==> src/rtl/tlb_lookup_ctrl.sv <==
// TLB lookup control: accepts a translation request, compares tags, and on a miss walks and refills the victim way.
// Latency: a hit response is valid two cycles after accept; a miss adds the walk time plus the refill cycle.
// Backpressure: one request in flight; req_ready only in IDLE, resp_valid and ptw_req_valid hold until accepted.
module tlb_lookup_ctrl #(
  parameter int NUM_WAYS       = 4,
  parameter int SET_INDEX_BITS = 4,
  parameter int LRU_BITS       = 4,
  parameter int CNT_BITS       = 16
) (
  input  logic                          clk,
  input  logic                          rst,
  input  logic                          req_valid,
  output logic                          req_ready,
  input  logic [31:0]                   req_vaddr,
  input  logic                          req_is_write,
  output logic                          resp_valid,
  input  logic                          resp_ready,
  output logic [31:0]                   resp_paddr,
  output logic                          resp_hit,
  output logic                          resp_fault,
  output logic [SET_INDEX_BITS-1:0]     rd_set_index,
  input  logic [NUM_WAYS-1:0]           rd_valid,
  input  logic [NUM_WAYS*20-1:0]        rd_vpn,
  input  logic [NUM_WAYS*20-1:0]        rd_ppn,
  input  logic [NUM_WAYS*2-1:0]         rd_perms,
  input  logic [NUM_WAYS*LRU_BITS-1:0]  rd_lru_count,
  output logic                          wr_en,
  output logic [SET_INDEX_BITS-1:0]     wr_set_index,
  output logic [1:0]                    wr_way,
  output logic                          wr_valid,
  output logic [19:0]                   wr_vpn,
  output logic [19:0]                   wr_ppn,
  output logic [1:0]                    wr_perms,
  output logic [LRU_BITS-1:0]           wr_lru_count,
  output logic                          lru_update_en,
  output logic [SET_INDEX_BITS-1:0]     lru_set_index,
  output logic [1:0]                    lru_way,
  output logic                          ptw_req_valid,
  input  logic                          ptw_req_ready,
  output logic [19:0]                   ptw_req_vpn,
  input  logic                          ptw_resp_valid,
  input  logic [19:0]                   ptw_resp_ppn,
  input  logic [1:0]                    ptw_resp_perms,
  input  logic                          ptw_resp_fault,
  output logic [CNT_BITS-1:0]           hit_count,
  output logic [CNT_BITS-1:0]           miss_count
);

  typedef enum logic [2:0] {IDLE, LOOKUP, PTW_REQ, PTW_WAIT, REFILL, RESP} state_t;

  localparam logic [CNT_BITS-1:0] CNT_ONE = {{(CNT_BITS-1){1'b0}}, 1'b1};

  state_t                      state_q, state_d;
  logic [31:0]                 vaddr_q, vaddr_d;
  logic                        is_write_q, is_write_d;
  logic [19:0]                 walk_ppn_q, walk_ppn_d;
  logic [1:0]                  walk_perms_q, walk_perms_d;
  logic                        req_ready_q, req_ready_d;
  logic                        resp_valid_q, resp_valid_d;
  logic [31:0]                 resp_paddr_q, resp_paddr_d;
  logic                        resp_hit_q, resp_hit_d;
  logic                        resp_fault_q, resp_fault_d;
  logic                        wr_en_q, wr_en_d;
  logic [SET_INDEX_BITS-1:0]   wr_set_index_q, wr_set_index_d;
  logic [1:0]                  wr_way_q, wr_way_d;
  logic                        wr_valid_q, wr_valid_d;
  logic [19:0]                 wr_vpn_q, wr_vpn_d;
  logic [19:0]                 wr_ppn_q, wr_ppn_d;
  logic [1:0]                  wr_perms_q, wr_perms_d;
  logic [LRU_BITS-1:0]         wr_lru_count_q, wr_lru_count_d;
  logic                        lru_update_en_q, lru_update_en_d;
  logic [SET_INDEX_BITS-1:0]   lru_set_index_q, lru_set_index_d;
  logic [1:0]                  lru_way_q, lru_way_d;
  logic                        ptw_req_valid_q, ptw_req_valid_d;
  logic [19:0]                 ptw_req_vpn_q, ptw_req_vpn_d;
  logic [CNT_BITS-1:0]         hit_count_q, hit_count_d;
  logic [CNT_BITS-1:0]         miss_count_q, miss_count_d;

  logic [19:0]                 vpn;
  logic [SET_INDEX_BITS-1:0]   set_idx;
  logic                        hit;
  logic [1:0]                  hit_way;
  logic [19:0]                 hit_ppn;
  logic [1:0]                  hit_perms;
  logic                        inv_found;
  logic [1:0]                  inv_way;
  logic [1:0]                  min_way;
  logic [LRU_BITS-1:0]         min_lru;
  logic [1:0]                  victim_way;
  logic                        fault_now;

  function automatic logic perm_ok(input logic [1:0] perms, input logic is_wr);
    return is_wr ? perms[1] : perms[0];
  endfunction

  assign vpn          = vaddr_q[31:12];
  assign set_idx      = vaddr_q[12 +: SET_INDEX_BITS];
  assign rd_set_index = (state_q == IDLE) ? '0 : set_idx;

  // Tag compare across the set; scanning downwards lets the lowest matching way win.
  always_comb begin
    hit       = 1'b0;
    hit_way   = '0;
    hit_ppn   = '0;
    hit_perms = '0;
    for (int w = NUM_WAYS - 1; w >= 0; w--) begin
      if (rd_valid[w] && (rd_vpn[20*w +: 20] == vpn)) begin
        hit       = 1'b1;
        hit_way   = 2'(w);
        hit_ppn   = rd_ppn[20*w +: 20];
        hit_perms = rd_perms[2*w +: 2];
      end
    end
  end

  // Victim choice: first invalid way, otherwise the smallest LRU count with ties going to the lower way.
  always_comb begin
    inv_found = 1'b0;
    inv_way   = '0;
    min_way   = '0;
    min_lru   = rd_lru_count[LRU_BITS-1:0];
    for (int w = NUM_WAYS - 1; w >= 0; w--) begin
      if (!rd_valid[w]) begin
        inv_found = 1'b1;
        inv_way   = 2'(w);
      end
    end
    for (int w = 1; w < NUM_WAYS; w++) begin
      if (rd_lru_count[LRU_BITS*w +: LRU_BITS] < min_lru) begin
        min_lru = rd_lru_count[LRU_BITS*w +: LRU_BITS];
        min_way = 2'(w);
      end
    end
    victim_way = inv_found ? inv_way : min_way;
  end

  // Next-state and next-output logic; every output is registered from its _d value.
  always_comb begin
    state_d         = state_q;
    vaddr_d         = vaddr_q;
    is_write_d      = is_write_q;
    walk_ppn_d      = walk_ppn_q;
    walk_perms_d    = walk_perms_q;
    req_ready_d     = req_ready_q;
    resp_valid_d    = resp_valid_q;
    resp_paddr_d    = resp_paddr_q;
    resp_hit_d      = resp_hit_q;
    resp_fault_d    = resp_fault_q;
    wr_en_d         = 1'b0;
    wr_set_index_d  = '0;
    wr_way_d        = '0;
    wr_valid_d      = 1'b0;
    wr_vpn_d        = '0;
    wr_ppn_d        = '0;
    wr_perms_d      = '0;
    wr_lru_count_d  = '0;
    lru_update_en_d = 1'b0;
    lru_set_index_d = '0;
    lru_way_d       = '0;
    ptw_req_valid_d = ptw_req_valid_q;
    ptw_req_vpn_d   = ptw_req_vpn_q;
    hit_count_d     = hit_count_q;
    miss_count_d    = miss_count_q;
    fault_now       = 1'b0;

    case (state_q)
      IDLE: begin
        req_ready_d = 1'b1;
        if (req_valid && req_ready_q) begin
          vaddr_d     = req_vaddr;
          is_write_d  = req_is_write;
          req_ready_d = 1'b0;
          state_d     = LOOKUP;
        end
      end
      LOOKUP: begin
        if (hit) begin
          fault_now       = !perm_ok(hit_perms, is_write_q);
          lru_update_en_d = 1'b1;
          lru_set_index_d = set_idx;
          lru_way_d       = hit_way;
          if (hit_count_q != {CNT_BITS{1'b1}}) hit_count_d = hit_count_q + CNT_ONE;
          resp_hit_d      = 1'b1;
          resp_fault_d    = fault_now;
          resp_paddr_d    = fault_now ? 32'h0 : {hit_ppn, vaddr_q[11:0]};
          state_d         = RESP;
        end else begin
          if (miss_count_q != {CNT_BITS{1'b1}}) miss_count_d = miss_count_q + CNT_ONE;
          ptw_req_valid_d = 1'b1;
          ptw_req_vpn_d   = vpn;
          state_d         = PTW_REQ;
        end
      end
      PTW_REQ: begin
        if (ptw_req_ready) begin
          ptw_req_valid_d = 1'b0;
          ptw_req_vpn_d   = '0;
          state_d         = PTW_WAIT;
        end
      end
      PTW_WAIT: begin
        if (ptw_resp_valid) begin
          if (ptw_resp_fault) begin
            resp_hit_d   = 1'b0;
            resp_fault_d = 1'b1;
            resp_paddr_d = 32'h0;
            state_d      = RESP;
          end else begin
            walk_ppn_d   = ptw_resp_ppn;
            walk_perms_d = ptw_resp_perms;
            state_d      = REFILL;
          end
        end
      end
      REFILL: begin
        fault_now      = !perm_ok(walk_perms_q, is_write_q);
        wr_en_d        = 1'b1;
        wr_set_index_d = set_idx;
        wr_way_d       = victim_way;
        wr_valid_d     = 1'b1;
        wr_vpn_d       = vpn;
        wr_ppn_d       = walk_ppn_q;
        wr_perms_d     = walk_perms_q;
        wr_lru_count_d = '0;
        resp_hit_d     = 1'b0;
        resp_fault_d   = fault_now;
        resp_paddr_d   = fault_now ? 32'h0 : {walk_ppn_q, vaddr_q[11:0]};
        state_d        = RESP;
      end
      RESP: begin
        resp_valid_d = 1'b1;
        if (resp_valid_q && resp_ready) begin
          resp_valid_d = 1'b0;
          resp_paddr_d = '0;
          resp_hit_d   = 1'b0;
          resp_fault_d = 1'b0;
          req_ready_d  = 1'b1;
          state_d      = IDLE;
        end
      end
      default: state_d = IDLE;
    endcase
  end

  // State and registered outputs; reset drops any in-flight request.
  always_ff @(posedge clk or posedge rst) begin
    if (rst) begin
      state_q         <= IDLE;
      vaddr_q         <= '0;
      is_write_q      <= 1'b0;
      walk_ppn_q      <= '0;
      walk_perms_q    <= '0;
      req_ready_q     <= 1'b0;
      resp_valid_q    <= 1'b0;
      resp_paddr_q    <= '0;
      resp_hit_q      <= 1'b0;
      resp_fault_q    <= 1'b0;
      wr_en_q         <= 1'b0;
      wr_set_index_q  <= '0;
      wr_way_q        <= '0;
      wr_valid_q      <= 1'b0;
      wr_vpn_q        <= '0;
      wr_ppn_q        <= '0;
      wr_perms_q      <= '0;
      wr_lru_count_q  <= '0;
      lru_update_en_q <= 1'b0;
      lru_set_index_q <= '0;
      lru_way_q       <= '0;
      ptw_req_valid_q <= 1'b0;
      ptw_req_vpn_q   <= '0;
      hit_count_q     <= '0;
      miss_count_q    <= '0;
    end else begin
      state_q         <= state_d;
      vaddr_q         <= vaddr_d;
      is_write_q      <= is_write_d;
      walk_ppn_q      <= walk_ppn_d;
      walk_perms_q    <= walk_perms_d;
      req_ready_q     <= req_ready_d;
      resp_valid_q    <= resp_valid_d;
      resp_paddr_q    <= resp_paddr_d;
      resp_hit_q      <= resp_hit_d;
      resp_fault_q    <= resp_fault_d;
      wr_en_q         <= wr_en_d;
      wr_set_index_q  <= wr_set_index_d;
      wr_way_q        <= wr_way_d;
      wr_valid_q      <= wr_valid_d;
      wr_vpn_q        <= wr_vpn_d;
      wr_ppn_q        <= wr_ppn_d;
      wr_perms_q      <= wr_perms_d;
      wr_lru_count_q  <= wr_lru_count_d;
      lru_update_en_q <= lru_update_en_d;
      lru_set_index_q <= lru_set_index_d;
      lru_way_q       <= lru_way_d;
      ptw_req_valid_q <= ptw_req_valid_d;
      ptw_req_vpn_q   <= ptw_req_vpn_d;
      hit_count_q     <= hit_count_d;
      miss_count_q    <= miss_count_d;
    end
  end

  assign req_ready     = req_ready_q;
  assign resp_valid    = resp_valid_q;
  assign resp_paddr    = resp_paddr_q;
  assign resp_hit      = resp_hit_q;
  assign resp_fault    = resp_fault_q;
  assign wr_en         = wr_en_q;
  assign wr_set_index  = wr_set_index_q;
  assign wr_way        = wr_way_q;
  assign wr_valid      = wr_valid_q;
  assign wr_vpn        = wr_vpn_q;
  assign wr_ppn        = wr_ppn_q;
  assign wr_perms      = wr_perms_q;
  assign wr_lru_count  = wr_lru_count_q;
  assign lru_update_en = lru_update_en_q;
  assign lru_set_index = lru_set_index_q;
  assign lru_way       = lru_way_q;
  assign ptw_req_valid = ptw_req_valid_q;
  assign ptw_req_vpn   = ptw_req_vpn_q;
  assign hit_count     = hit_count_q;
  assign miss_count    = miss_count_q;

endmodule

==> config.mk <==
export PLATFORM = sky130hd
export DESIGN_NAME = tlb_lookup_ctrl
export DESIGN_NICKNAME = d
export VERILOG_FILES = /design/src/rtl/tlb_lookup_ctrl.sv
export SDC_FILE = /design/constraint.sdc
export NUM_CORES = 1
export LEC_CHECK = 0
export ABC_AREA = 1
export BUFFER_PORTS_ARGS = -buffer_cell sky130_fd_sc_hd__buf_2
export CAP_MARGIN = 30
export CORE_ASPECT_RATIO = 0.5
export CORE_MARGIN = 4
export CORE_UTILIZATION = 56
export CTS_CLUSTER_DIAMETER = 200
export DETAILED_ROUTE_END_ITERATION = 12
export GPL_TIMING_DRIVEN = 0
export PLACE_DENSITY = 0.95
export SKIP_CTS_REPAIR_TIMING = 1
export SYNTH_ARGS = -nofsm -noshare
export SYNTH_HDL_FRONTEND = slang
export SYNTH_SLANG_ARGS = --single-unit
==> constraint.sdc <==
create_clock -name clk -period 16.8 [get_ports clk]
set_input_delay 1.68 -clock clk [delete_from_list [all_inputs] [get_ports clk]]
set_output_delay 1.68 -clock clk [all_outputs]
set_load 0.01 [all_outputs]
==> metrics.csv, run 1 <==
metric,value,unit
outcome,"finished, final reports clean",
area of the multi-input gates,5680,um^2
Crit path top cell by count,nand2_1,
WP buf/inv,4,
Final Hold Fails,0,
clk buf depth,2,
initial antenna violation count,14,
core area,20800,um^2
per-cell routed wire length,18.2,um
Leak,0.00842,uW
mean post-synth cell area,7.01,um^2
maximum clock rate,253,MHz
Ports,404,
synth warn,0,
Finished Layout Cells,2435,
num rows,37,
clock skew,0.0208,ns
NumNets Final,2397,
Initial Util,57.7,%
asr flop ratio synth,100,%
gpl congestion,1.02,
Die Height,112,um
# DRC,0,
Die Wd,215,um
most frequent cells in the layout,"nand2_1, buf_2, nor2_1, inv_1, dfrtp_1",
CP endpoint kind,flip-flop,
clock slew at reported path FFs,0.08,ns
vias in the first global route,12900,
Worst Hold Class,flip-flop to flip-flop,
via count,13500,
largest fanout on the critical path,6,
Worst Path Required,17.16,ns
count of pins over their slew limit,0,
post-layout worst setup margin,12.84,ns
TritonCTS Buffers,17,
TritonCTS Sinks,199,
Port Buf Inserts,399,
CTS tree,done,
GRT Util Overall,35.8,%
post-synth top area share,41.5,%
worst slack at placement,12.43,ns
H-tree lvl count,4,
synth-to-layout area growth,25.6,%
"commonest non-fill, non-tap cell in the layout",nand2_1,
Final setup violation count,0,
Rel. slew slack,33.6,%
setup TNS,0,ns
Synth Register Bits,199,
Crit path max-delay family,compound AO/OA/AOI/OAI gates,
die area,24000,um^2
final wirelength,44300,um
dpl hpwl,34000,um
DRT antenna net count,0,
sequential cell area,4980,um^2
crit path DAT,4.31,ns
CP peak stage delay,0.30,ns
Detailed Routing Iterations Pass 1,8,
global route overflow,0,
largest net degree at the start of global routing,106,
Hold Slack,0.482,ns
synthesized area,12000,um^2
period utilization,23.5,%
share of layout cells above drive strength 1,26.2,%
CP max-delay cell,ha_1,
first-pass GRT wire length,68000,um
Mapped Cells,1712,
Main synth FF type,dfrtp_1,
Clock Tree Root,clkbuf_16,
pwr dens,159,nW/um^2
crit path kind,input pin to flip-flop,
post-DR vias/cell,5.54,
most area-consuming cells after synthesis,"dfrtp_1, nand2_1, nor2_1, inv_1, nand3_1",
crit path launch type,input pin,
number of flops mapped to enable cells by yosys,0,
Fill cells,1652,
RSZ-0062 raised after global routing,no,
initial detailed-routing violation count,1751,
Worst-Margin Slew,0.988,ns
register area share after synthesis,41.5,%
Skew-Pair Late Insertion Delay,0.45,ns
Max-cap violations,0,
Placed Cells,2388,
worst path cell trace,buf_2 > inv_1 > ha_1 > a21oi_1 > nand2_1 > o21ai_0 > ha_1 > inv_1 > nor2_1 > nand2_1 > nand2_1 > o21ai_0 > ha_1 > nand2_1 > inv_1 > nand2_1 > nand2_1 > a21oi_1,
Yosys cell types,47,
Max VDD drop,0.0940,mV
Period minus WS final,3.96,ns
Synth area leader,dfrtp_1,
==> metrics by stage <==
stage | total power (uW) | utilization (%) | cell area [um^2]
5_1_grt | 2540 | 72.5 | 15100
4_1_cts | 2360 | 72.3 | 15000
3_3_place_gp | 1860 | 69.0 | 14400
2_1_floorplan | 1490 | - | 12000
6_report | 2390 | 72.5 | 15100
3_5_place_dp | 1900 | 69.2 | 14400
==> power breakdown <==
part	total (uW)	leakage [uW]	switching, uW	internal (uW)
logic	1180	0.00560	787	391
registers	766	0.00251	113	654
clock network	449	0.000308	228	221
total	2390	0.00842	1130	1270
==> registers in the layout, indices dropped and copies added (netlist names), 3 cells and up <==
| signal | count |
|---|---|
| resp_paddr | 32 |
| vaddr_q | 32 |
| ptw_req_vpn | 20 |
| walk_ppn_q | 20 |
| wr_ppn | 20 |
| wr_vpn | 20 |
| hit_count | 16 |
| miss_count | 16 |
| lru_set_index | 4 |
| state_q | 3 |
==> path summary, 6_finish.rpt <==
kind	to	slack, ns	depth (start not counted)	start
setup / recovery	wr_way[0]$_DFF_PP0_	12.84	18	rd_lru_count[3]
hold / removal	resp_hit$_DFFE_PP0P_	0.48	2	resp_hit$_DFFE_PP0P_
setup reg to reg	lru_set_index[3]$_DFF_PP0_	13.80	11	vaddr_q[12]$_DFFE_PP0P_
hold reg to reg	resp_hit$_DFFE_PP0P_	0.48	2	resp_hit$_DFFE_PP0P_
max in group asynchronous	ptw_req_vpn[10]$_DFFE_PP0P_	14.53	3	rst
min in group asynchronous	miss_count[8]$_DFFE_PP0P_	1.33	2	rst
==> synthesized netlist by cell type (2+ instances only) <==
| library cell | instances |
|---|---|
| nand3_2 | 6 |
| a21oi_1 | 65 |
| nor4_1 | 21 |
| xor2_1 | 24 |
| xnor2_1 | 23 |
| nand3_1 | 80 |
| nand2_2 | 3 |
| nand2_1 | 424 |
| o21ai_1 | 6 |
| dfrtp_1 | 199 |
| buf_2 | 16 |
| nand3b_1 | 4 |
| a21oi_2 | 10 |
| o21ai_0 | 74 |
| inv_2 | 20 |
| clkbuf_1 | 24 |
| o21bai_1 | 2 |
| o211ai_1 | 2 |
| inv_1 | 241 |
| o22ai_1 | 20 |
| buf_4 | 19 |
| buf_6 | 5 |
| or2_2 | 27 |
| nor3_1 | 36 |
| nor2_2 | 11 |
| nor3_2 | 4 |
| nor2_1 | 276 |
| ha_1 | 13 |
| or2_1 | 6 |
| nand4_1 | 34 |
==> logic make-up after synthesis <==
| group | count (synthesis) | share of synthesized area [%] |
|---|---|---|
| fa+ha+maj | 13 | 1.36 |
| xor+xnor | 47 | 3.43 |
| other cells | 1 | 0.0312 |
| compound gates | 186 | 8.59 |
| flops | 199 | 41.5 |
| simple gates | 939 | 33.8 |
| buf+inv | 327 | 11.3 |
==> area by class of cell <==
class	instances	share of cell area, %
Antenna cell	15	0.249
Buffer	66	2.51
Clock buffer	17	2.82
Clock inverter	15	1.49
Inverter	261	6.55
Multi-Input combinational cell	1189	37.7
Sequential cell	199	33.0
Tap cell	273	2.27
Timing Repair Buffer	400	13.4
==> tightest hold or removal path: stages (launching register included) <==
cell and delay, ns:
dfrtp_1 0.34, nand2_1 0.05, nand2_1 0.06
==> layer usage <==
| layer | vias to the layer above | wire length, um | share of wire, % | global-route usage [%] |
|---|---|---|---|---|
| met2 | 864 | 20500 | 46 | 59.4 |
| met1 | 6226 | 16900 | 38 | 45.1 |
| met4 | 0 | 2500 | 5.6 | 17.2 |
| li1 | 6200 | - | - | - |
| met5 | - | 0 | 0 | 0 |
| met3 | 201 | 4360 | 9.9 | 7.47 |
No activity file was read; power rests on OpenSTA's default activity.
==> run 2, diff against run 1 <==
Settings changed: CORE_UTILIZATION 56 to 47, PLACE_DENSITY 0.95 to 0.85.
Clock period 16.8 ns to 3.3 ns, I/O delays scaled along.
==> metrics.csv, run 2 (synthesis gave the netlist of run 1 again) <==
metric,value,unit,change
outcome,"finished, violations left",,"was finished, final reports clean"
num rows,41,,was 37
TritonCTS Sinks,199,,unchanged
clock slew at reported path FFs,0.09,ns,was 0.08 ns
gpl congestion,0.998,,was 1.02
period utilization,89.0,%,
Skew-Pair Late Insertion Delay,0.47,ns,was 0.45 ns
worst slack at placement,0.211,ns,was 12.43 ns
Leak,0.00845,uW,was 0.00842 uW
clk buf depth,2,,unchanged
count of pins over their slew limit,0,,unchanged
clock skew,0.0131,ns,was 0.0208 ns
synth-to-layout area growth,26.9,%,was 25.6%
dpl hpwl,35500,um,"was 34,000 um"
Hold Slack,-0.0331,ns,was 0.482 ns
DRT antenna net count,0,,unchanged
post-layout worst setup margin,0.364,ns,was 12.84 ns
initial antenna violation count,14,,unchanged
largest net degree at the start of global routing,44,,was 106
Detailed Routing Iterations Pass 1,6,,was 8
failing checks,hold timing,,
crit path launch type,flip-flop,,was input pin
Clock Tree Root,clkbuf_16,,unchanged
Worst Hold Class,input pin to asynchronous set/reset pin,,was flip-flop to flip-flop
initial detailed-routing violation count,1330,,"was 1,751"
H-tree lvl count,4,,unchanged
pwr dens,799,nW/um^2,was 159 nW/um^2
CTS tree,done,,unchanged
share of layout cells above drive strength 1,26.3,%,was 26.2%
Final Hold Fails,27,,was 0
reg2reg start,vaddr_q[12]$_DFFE_PP0P_,,unchanged
largest fanout on the critical path,10,,was 6
Final setup violation count,0,,unchanged
Die Height,121,um,was 112 um
Worst Path Required,3.62,ns,was 17.16 ns
Worst-Margin Slew,0.837,ns,was 0.988 ns
Rel. slew slack,44.0,%,was 33.6%
Initial Util,47.7,%,was 57.7%
final wirelength,44900,um,"was 44,300 um"
core area,25100,um^2,"was 20,800 um^2"
"commonest non-fill, non-tap cell in the layout",nand2_1,,unchanged
Die Wd,234,um,was 215 um
global route overflow,0,,unchanged
Max VDD drop,0.460,mV,was 0.0940 mV
first-pass GRT wire length,67200,um,"was 68,000 um"
crit path DAT,3.26,ns,was 4.31 ns
maximum clock rate,341,MHz,
vias in the first global route,12300,,"was 12,900"
Port Buf Inserts,399,,unchanged
crit path kind,flip-flop to flip-flop,,was input pin to flip-flop
# DRC,0,,unchanged
die area,28300,um^2,"was 24,000 um^2"
NumNets Final,2402,,"was 2,397"
R2R cell count,9,,was 11
r2r setup slk,0.36,ns,was 13.80 ns
most frequent cells in the layout,"nand2_1, buf_2, nor2_1, inv_1, dfrtp_1",,unchanged
RSZ-0062 raised after global routing,no,,unchanged
Ports,404,,unchanged
Period minus WS final,2.94,ns,
Final Power,12200,uW,was 2390 uW
Max-cap violations,0,,unchanged
post-DR vias/cell,5.17,,was 5.54
Fill cells,2316,,"was 1,652"
TritonCTS Buffers,17,,unchanged
GRT Util Overall,31.2,%,was 35.8%
per-cell routed wire length,17.9,um,was 18.2 um
via count,13000,,"was 13,500"
FF-to-FF End,ptw_req_vpn[9]$_DFFE_PP0P_,,was lru_set_index[3]$_DFF_PP0_
CP endpoint kind,flip-flop,,unchanged
run 2: cell types whose count changed in the layout (fill, tap and decap cells not counted), sizes merged:
| cell | change |
|---|---|
| buf | +4 |
| bufinv | -1 |
| clkbuf | +1 |
| clkinv | +1 |
| diode | -1 |
run 2: area by class of cell:
type	count	area (um^2)	area share, %
diodes	14	35.0	0.230
repair buffers	405	2100	13.8
clock inverters	15	225	1.48
well taps	344	430	2.83
multi-input cells	1189	5680	37.3
inverters	261	983	6.46
flip-flops and latches	199	4980	32.7
clock buffers	17	425	2.79
plain buffers	66	378	2.48
run 2: how the worst max path moves through the flow:
stage | depth (start not counted) | startpoint | endpoint
after global routing | 13 | vaddr_q[25]$_DFFE_PP0P_ | resp_paddr[17]$_DFFE_PP0P_
after global placement | 2 | rst | ptw_req_vpn[15]$_DFFE_PP0P_
after CTS | 13 | vaddr_q[23]$_DFFE_PP0P_ | resp_paddr[21]$_DFFE_PP0P_
after detailed placement | 18 | rd_lru_count[3] | wr_way[0]$_DFF_PP0_
final | 9 | vaddr_q[12]$_DFFE_PP0P_ | ptw_req_vpn[9]$_DFFE_PP0P_
after floorplan | 1 | rst | hit_count[0]$_DFFE_PP0P_
run 2: metal layers:
metal / part of all wire (%) / wire, um / track usage (%) / up-vias
met5: 0.060 / 27 / 0 / -
met1: 41 / 18600 / 40.6 / 6025
met2: 48 / 21400 / 51.8 / 599
met4: 3.5 / 1580 / 12.9 / 4
li1: - / - / - / 6227
met3: 7.5 / 3360 / 5.72 / 112
run 2: per-stage QoR:
stage               area [um^2]  setup TNS, ns  utilization (%)  cells
floorplan                 12000              0                -   1715
global placement          14400        -165.23             57.5   2458
detailed placement        14500              0             57.9   2463
CTS                       15200              0             60.4   2495
global route              15200              0             60.6   2507
finish                    15200              0             60.6   2510
run 2: critical path, stage by stage, from the launching register on:
cell and delay, ns:
dfrtp_1 0.50, inv_2 0.31, nor2_1 0.14, nor3_1 0.26, nand2_1 0.08, nor2_1 0.27, nand3_2 0.21, nand4_4 0.20
clkbuf_1 0.62, o22ai_1 0.18
run 2: report_power, final:
group / leakage (uW) / internal [uW] / switching (uW)
registers: 0.00251 / 3330 / 598
clock network: 0.000310 / 1070 / 1200
logic: 0.00563 / 2000 / 3980
